$ cat src/rtl/if_id_queue.sv
// rtl/if_id_queue.sv - DEPTH-entry IF/ID FIFO with valid/ready on both sides and one-cycle flush.
// Optional IF_ID_QUEUE_OCC_EN adds occ_out (occupancy) and flush_drop_out (flush discarded entries).
module if_id_queue #(
  parameter int ADDR_W = 32,
  parameter int INST_W = 32,
  parameter int DEPTH  = 4,
  parameter int PTR_W  = 2
) (
  input  logic              clk_in,
  input  logic              rst_in,
  input  logic              rdy_in,
  input  logic              branch_flag_in,
  input  logic              if_valid,
  output logic              if_ready,
  input  logic [ADDR_W-1:0] if_pc,
  input  logic [INST_W-1:0] if_inst,
  input  logic              pre_to_take_in,
  output logic              id_valid,
  input  logic              id_ready,
  output logic [ADDR_W-1:0] id_pc,
  output logic [INST_W-1:0] id_inst,
  output logic              pre_to_take_out
`ifdef IF_ID_QUEUE_OCC_EN
  ,
  output logic [PTR_W:0]    occ_out,
  output logic              flush_drop_out
`endif
);

  localparam logic [PTR_W:0] FULL_CNT = (PTR_W+1)'(DEPTH);

  logic [ADDR_W-1:0] pc_mem_q   [DEPTH];
  logic [ADDR_W-1:0] pc_mem_d   [DEPTH];
  logic [INST_W-1:0] inst_mem_q [DEPTH];
  logic [INST_W-1:0] inst_mem_d [DEPTH];
  logic              pred_mem_q [DEPTH];
  logic              pred_mem_d [DEPTH];

  logic [PTR_W-1:0] rp_q, rp_d;
  logic [PTR_W-1:0] wp_q, wp_d;
  logic [PTR_W:0]   cnt_q, cnt_d;

  logic full;
  logic empty;
  logic push;
  logic pop;

  assign full  = (cnt_q == FULL_CNT);
  assign empty = (cnt_q == '0);

  // Handshakes only count while the pipeline is globally enabled; flush overrides both.
  assign push = rdy_in & ~branch_flag_in & if_valid & ~full;
  assign pop  = rdy_in & ~branch_flag_in & id_ready & ~empty;

  always_comb begin
    rp_d  = rp_q;
    wp_d  = wp_q;
    cnt_d = cnt_q;
    if (rdy_in) begin
      if (branch_flag_in) begin
        rp_d  = '0;
        wp_d  = '0;
        cnt_d = '0;
      end else begin
        if (push) wp_d = wp_q + PTR_W'(1);
        if (pop)  rp_d = rp_q + PTR_W'(1);
        case ({push, pop})
          2'b10:   cnt_d = cnt_q + (PTR_W+1)'(1);
          2'b01:   cnt_d = cnt_q - (PTR_W+1)'(1);
          default: cnt_d = cnt_q;
        endcase
      end
    end
  end

  always_comb begin
    pc_mem_d   = pc_mem_q;
    inst_mem_d = inst_mem_q;
    pred_mem_d = pred_mem_q;
    if (push) begin
      pc_mem_d[wp_q]   = if_pc;
      inst_mem_d[wp_q] = if_inst;
      pred_mem_d[wp_q] = pre_to_take_in;
    end
  end

  always_ff @(posedge clk_in) begin
    if (rst_in) begin
      rp_q  <= '0;
      wp_q  <= '0;
      cnt_q <= '0;
    end else begin
      rp_q  <= rp_d;
      wp_q  <= wp_d;
      cnt_q <= cnt_d;
    end
  end

  // Entry storage is never observed while empty, so it carries no reset.
  always_ff @(posedge clk_in) begin
    pc_mem_q   <= pc_mem_d;
    inst_mem_q <= inst_mem_d;
    pred_mem_q <= pred_mem_d;
  end

  assign id_valid        = ~empty;
  assign if_ready        = ~full;
  assign id_pc           = empty ? '0 : pc_mem_q[rp_q];
  assign id_inst         = empty ? '0 : inst_mem_q[rp_q];
  assign pre_to_take_out = empty ? 1'b0 : pred_mem_q[rp_q];

`ifdef IF_ID_QUEUE_OCC_EN
  logic flush_drop_q, flush_drop_d;

  always_comb begin
    flush_drop_d = flush_drop_q;
    if (rdy_in) flush_drop_d = branch_flag_in & (~empty | (if_valid & ~full));
  end

  always_ff @(posedge clk_in) begin
    if (rst_in) flush_drop_q <= 1'b0;
    else        flush_drop_q <= flush_drop_d;
  end

  assign occ_out        = cnt_q;
  assign flush_drop_out = flush_drop_q;
`endif

endmodule
$ cat config.mk
export PLATFORM = sky130hd
export DESIGN_NAME = if_id_queue
export DESIGN_NICKNAME = d
export VERILOG_FILES = /design/src/rtl/if_id_queue.sv
export SDC_FILE = /design/constraint.sdc
export NUM_CORES = 1
export LEC_CHECK = 0
export BUFFER_PORTS_ARGS = -buffer_cell sky130_fd_sc_hd__buf_2
export CAP_MARGIN = 20
export CORE_ASPECT_RATIO = 2
export CORE_UTILIZATION = 34
export CTS_CLUSTER_DIAMETER = 100
export DETAILED_ROUTE_END_ITERATION = 8
export PLACE_DENSITY = 0.6
export RECOVER_POWER = 100
export SETUP_SLACK_MARGIN = 0.5
export SYNTH_ARGS = -nofsm -noshare
export SYNTH_HDL_FRONTEND = slang
export SYNTH_SLANG_ARGS = --single-unit
$ cat constraint.sdc
create_clock -name clk_in -period 2.5 [get_ports clk_in]
set_input_delay 0.125 -clock clk_in [delete_from_list [all_inputs] [get_ports clk_in]]
set_output_delay 0.125 -clock clk_in [all_outputs]
set_load 0.01 [all_outputs]
==> results of run 1 <==
==> final timing paths <==
path | end | slack [ps] | cells after the start
max | cnt_q[2] | 100 | 8
min | wp_q[0] | 40 | 4
max reg2reg | cnt_q[2] | 100 | 8
min reg2reg | cnt_q[0] | 450 | 1
==> worst max-delay path, cell delays in order, from the launching register on <==
cell	delay, ps
dfxtp_4	350
or3b_1	440
a211oi_4	310
xor2_1	110
ha_2	210
or2_4	250
nor4_4	130
a311oi_1	90
a311oi_1	380
==> kinds of logic (layout without fill, tap and decap cells) <==
kind of cell / Yosys count / after routing
flip-flops: 267 / 267
AND/OR/NAND/NOR: 86 / 86
multiplexers: 65 / 65
buffers and inverters: 31 / 308
AO/OA/AOI/OAI: 17 / 17
adder cells (fa/ha/maj): 5 / 5
XOR/XNOR: 1 / 1
other: 0 / 2
==> synth_stat cells (all sizes together) <==
library cell,instances
a211oi,3
a21o,1
a21oi,3
a22oi,1
a311oi,3
and2,66
and3,4
and3b,1
buf,11
clkbuf,14
dfxtp,7
edfxtp,260
ha,5
inv,6
mux4,65
nand2,1
nand2b,1
nand3b,1
nor2,5
nor3,3
nor4,1
o211a,3
o21ai,1
o31a,1
o32ai,1
or2,1
or2b,1
or3b,1
xor2,1
==> what timing repair did <==
item / 4_1_cts / 5_1_grt
setup buffers: 9 / 10
gates cloned: 6 / 5
endpoints found under the hold margin: 267 / 0
hold buffers: 70 / 0
setup endpoints to repair: 67 / 67
pin swaps: 13 / 39
gates resized for setup: 46 / 126
==> where the power goes <==
part | leakage, nW | internal (mW) | switching (mW) | total, mW
logic | 1.83 | 0.340 | 0.294 | 0.634
clock network | 0.386 | 2.15 | 1.58 | 3.73
registers | 2.41 | 4.95 | 0.0127 | 4.97
==> registers in the layout, indices dropped and copies added, names as in the netlist <==
name        flops
cnt_q           3
inst_mem_q    128
pc_mem_q      128
pred_mem_q      4
rp_q            2
wp_q            2
==> cell type report <==
type,instances,area [um^2]
Fill cell,2501,15700
Sequential cell,267,7960
Multi-Input combinational cell,174,2360
Timing Repair Buffer,257,2270
Clock buffer,31,648
Tap cell,364,455
Clock inverter,13,151
Inverter,6,48.8
Timing Repair inverter,1,11.3
Antenna cell,2,5.00
==> stage by stage <==
| step | area [um^2] | utilization, % | hold WS [ps] | setup slack (ps) | std cells |
|---|---|---|---|---|---|
| 3_5_place_dp | 11600 | 39.2 | 343 | 240 | 969 |
| 5_1_grt | 13900 | 47.0 | 46.1 | 66.6 | 1115 |
| 3_3_place_gp | 11600 | 39.2 | 336 | 277 | 969 |
| 6_report | 13900 | 47.0 | 42.6 | 100 | 1115 |
| 2_1_floorplan | 10300 | - | 224 | 340 | 472 |
| 4_1_cts | 13500 | 45.7 | 8.50 | 239 | 1098 |
==> metal layers <==
layer | wire [um] | track usage, % | up-vias
met1 | 8510 | 15.8 | 2878
met5 | 10 | 0 | -
li1 | - | - | 2447
met4 | 881 | 7.28 | 2
met2 | 13700 | 29.4 | 168
met3 | 987 | 2.11 | 44
==> results.toml, run 1 <==
[outcome]
status = "finished, violations left"
violations = "DRC"

[synthesis]
synth_top_family_by_area = "multiplexers"
synth_area_um2 = 10300
synthCells = 472
netlist-cell-type-count = 32
syn_area_per_cell_um2 = 21.8
synth_seq_cells = 267
synthesis.nets = 548
synth_top_area_share_pct = 75.9
synth_area_leaders = "edfxtp_1 76%, mux4_2 14%, and2_1 4.0%"
yosysSeqAreaShare_pct = 77.3
synth-xor-area-share_pct = 0.0852
synth_simple_gate_area_share_pct = 5.12
synthAdderAreaFrac_pct = 0.608
synth.largest_area_cell = "edfxtp_1"
synth_compound_area_share_pct = 1.40
synth.mux.area_fraction_pct = 14.2
yosys_warnings = 0

[global_routing]
grt_max_degree = 33
grt_pass1_wl_mm = 34.7
grt.total_usage_pct = 15.1
grt_antenna_before_repair = 3
grt_pass1_vias = 6067
grt_overflow_total = 0

[drt]
ant_nets = 0
remaining_drc_errors = 8
vias_per_cell = 4.97
wirelength_mm = 24.0
dr.pass1.iters = 8
dr.first_iter.drc_count = 298
dr_total_vias = 5539
drt-wirelength-per-cell_um = 21.6

[clock_network]
clkSlewWorstSetupHoldPaths_ps = 60
clock-root-buffer = "clkbuf_16"
cts-buffers-inserted = 24
htreeDepth = 1
cts.sink_count = 267
clock_path_buffers = 3
clk-insertion-delay-late_ps = 530
cts_tree = "done"

[placement]
place.gp.congestion = 0.762
port_buffers = 137
dp.final_hpwl_mm = 13.6

[sta]
max_freq_mhz = 417
min_period_ps = 2400
tightestPinTransition_ps = 431
tns_ps = 0
final-max-slew-violation-count = 0
fin_crit_sh_pct = 96.0
max_slew_margin_pct = 71.3
setup_viol = 0
fin_worst_skew_ps = 11.0
hold_viol = 0
rsz0062_at_grt = "true"

[finish]
syn_to_final_growth_pct = 35.3
fin_nets = 807
drive_gt1_share_pct = 36.6
final_common_cell = "edfxtp_1"
layout_common_cells = "260 x edfxtp_1, 79 x clkbuf_1, 70 x dlygate4sd3_1, 68 x buf_6, 65 x mux4_2"

[pwr]
irDropWorstVdd_v = 0.000635
p_total_mw = 9.33
power_density_nw_per_um2 = 671
p_leak_nw = 4.62

[critical_path]
worstPathArrival_ps = 2800
crit_required_ps = 2900
worstPathMaxFanout = 3
worstSetupPathType = "register to register"
start_kind = "register"
cp-startpoint = "cnt_q[0]"
r2r-start = "cnt_q[0]"
cp-end-kind = "register"

[min_path]
hp-class = "primary input to register"
min_from = "rdy_in"

[floorplanning]
die_w_um = 125
coreArea_um2 = 29600
die_area_um2 = 31000
die_height_um = 248
io_pins = 138
start_util_pct = 34.7
row_count = 89

[run]
drv_cap = 0
Power figures use the tool's default switching activity.
==> run 2: changes to the inputs <==
- CORE_ASPECT_RATIO: 2 -> 0.8
==> results.toml, run 2 (synthesis gave the netlist of run 1 again) <==
[drt]
wirelength_mm = 22.5
highest_layer = "met4"
wl_met2_mm = 11.2
dr.pass1.iters = 6
drt-wirelength-per-cell_um = 19.5
wl_met3_mm = 1.08
dr.first_iter.drc_count = 268
ant_nets = 0
remaining_drc_errors = 0
vias_per_cell = 4.63
met1_length_mm = 9.83
dr_total_vias = 5356

[critical_path]
crit_required_ps = 2710
worstPathArrival_ps = 2500
crit_slowest_cell = "and3_2"
cp-end-kind = "register"
r2r_cells = 4
path_cells = "or3b_1 -> clkbuf_1 -> and3_2 -> buf_6"
critPathMaxStageDelay_ps = 700
worstSetupPathType = "register to register"
r2r-start = "cnt_q[2]"
worstPathMaxFanout = 23
r2r_end = "pc_mem_q[61]"
start_kind = "register"
reg2reg_slack_ps = 210

[pwr]
power_density_nw_per_um2 = 700
irDropWorstVdd_v = 0.000461
p_leak_nw = 4.59

[floorplanning]
io_pins = 138
die_height_um = 158
row_count = 56
coreArea_um2 = 29500
die_w_um = 196
start_util_pct = 34.9
die_area_um2 = 31000

[run]
drv_cap = 0

[sta]
fin_crit_sh_pct = 91.7
setup_viol = 0
tightestPinTransition_ps = 691
max_freq_mhz = 436
tns_ps = 0
fin_worst_skew_ps = 9.81
max_slew_margin_pct = 53.9
final-max-slew-violation-count = 0
rsz0062_at_grt = "true"
hold_viol = 0
min_period_ps = 2290
worst_slack_ps = 207

[finish]
utilization_pct = 47.1
num_antenna_cells = 0
layout_common_cells = "260 x edfxtp_1, 84 x clkbuf_1, 69 x dlygate4sd3_1, 65 x mux4_2, 43 x buf_6"
largestRegisters = "inst_mem_q: 128 flops, pc_mem_q: 128 flops, pred_mem_q: 4 flops"
syn_to_final_growth_pct = 35.2
fin_nets = 804
drive_gt1_share_pct = 30.9
final_common_cell = "edfxtp_1"

[min_path]
min_from = "rdy_in"
whs_path_depth = 3
hp-class = "primary input to register"
hold_end = "cnt_q[1]"

[global_routing]
grt_pass1_vias = 5701
grt_pass1_wl_mm = 33.4
grt_overflow_total = 0
grt_antenna_before_repair = 0
grt_max_degree = 38
grt.total_usage_pct = 14.3

[clock_network]
clock_path_buffers = 3
clk-insertion-delay-late_ps = 530
clock-root-buffer = "clkbuf_16"
cts.sink_count = 267
htreeDepth = 1
cts-buffers-inserted = 28
clkSlewWorstSetupHoldPaths_ps = 60
cts_tree = "done"

[placement]
pre_cts_slack_ps = 236
port_buffers = 137
place.gp.congestion = 0.747
dp.final_hpwl_mm = 12.7

[outcome]
status = "finished, final reports clean"
## run 2: cell types whose count changed in the layout (fill, tap and decap cells not counted), moves of 6 or more
cell,before,now
and2_4,42,8
buf_2,6,22
clkbuf_2,11,2
clkbuf_16,26,32
buf_6,68,43
and2_1,4,18
and2_0,20,40
## run 2: area by class of cell
class / instances / area (um^2)
multi-input combinational: 174 / 2260
tap: 406 / 508
sequential: 267 / 7960
clock inverter: 21 / 220
inverter: 6 / 22.5
timing repair buffer: 251 / 2210
fill: 2495 / 15600
clock buffer: 31 / 733
## run 2: through the flow
step | instances | hold slack (ps) | cell area, um^2 | total power, mW
floorplan | 472 | 224 | 10300 | 5.25
global placement | 1010 | 333 | 11700 | 5.44
detailed placement | 1010 | 342 | 11700 | 5.46
CTS | 1147 | 8.91 | 13600 | 9.83
global route | 1156 | 37.9 | 13900 | 10.0
finish | 1156 | 57.2 | 13900 | 9.73
## run 2: worst max-delay path by stage
| stage | startpoint | end | cells past startpoint | slack (ps) |
|---|---|---|---|---|
| 2_1_floorplan | cnt_q[1] | cnt_q[2] | 9 | 340 |
| 3_3_place_gp | cnt_q[2] | cnt_q[2] | 8 | 250 |
| 3_5_place_dp | cnt_q[2] | cnt_q[2] | 8 | 240 |
| 4_1_cts | rp_q[0] | id_pc[20] | 5 | 210 |
| 5_1_grt | cnt_q[2] | id_pc[20] | 6 | 110 |
| 6_report | cnt_q[2] | pc_mem_q[61] | 4 | 210 |
## run 2: worst max-delay path, delay by kind of cell (launching register included)
kind          cells  cell delay, ps
buf+inv           2             690
flops             1             330
simple gates      2             930
## run 2: layer usage
layer / global-route usage [%] / vias to the layer above
met1: 18.8 / 2747
met5: 0 / -
met2: 24.6 / 131
met4: 3.05 / 0
met3: 2.83 / 33
li1: - / 2445
## run 2: timing repair
item                                   in CTS  in global routing
endpoints found under the hold margin     267                  0
setup endpoints to repair                  67                 78
gates resized for setup                    23                 85
setup buffers                              11                  6
pin swaps                                   1                  3
gates cloned                                4                  3
hold buffers                               70                  0
## run 2: power by group
group | leakage [nW] | internal [mW] | switching, mW
Sequential | 2.41 | 4.96 | 0.0128
Combinational | 1.72 | 0.277 | 0.256
Clock | 0.467 | 2.53 | 1.70
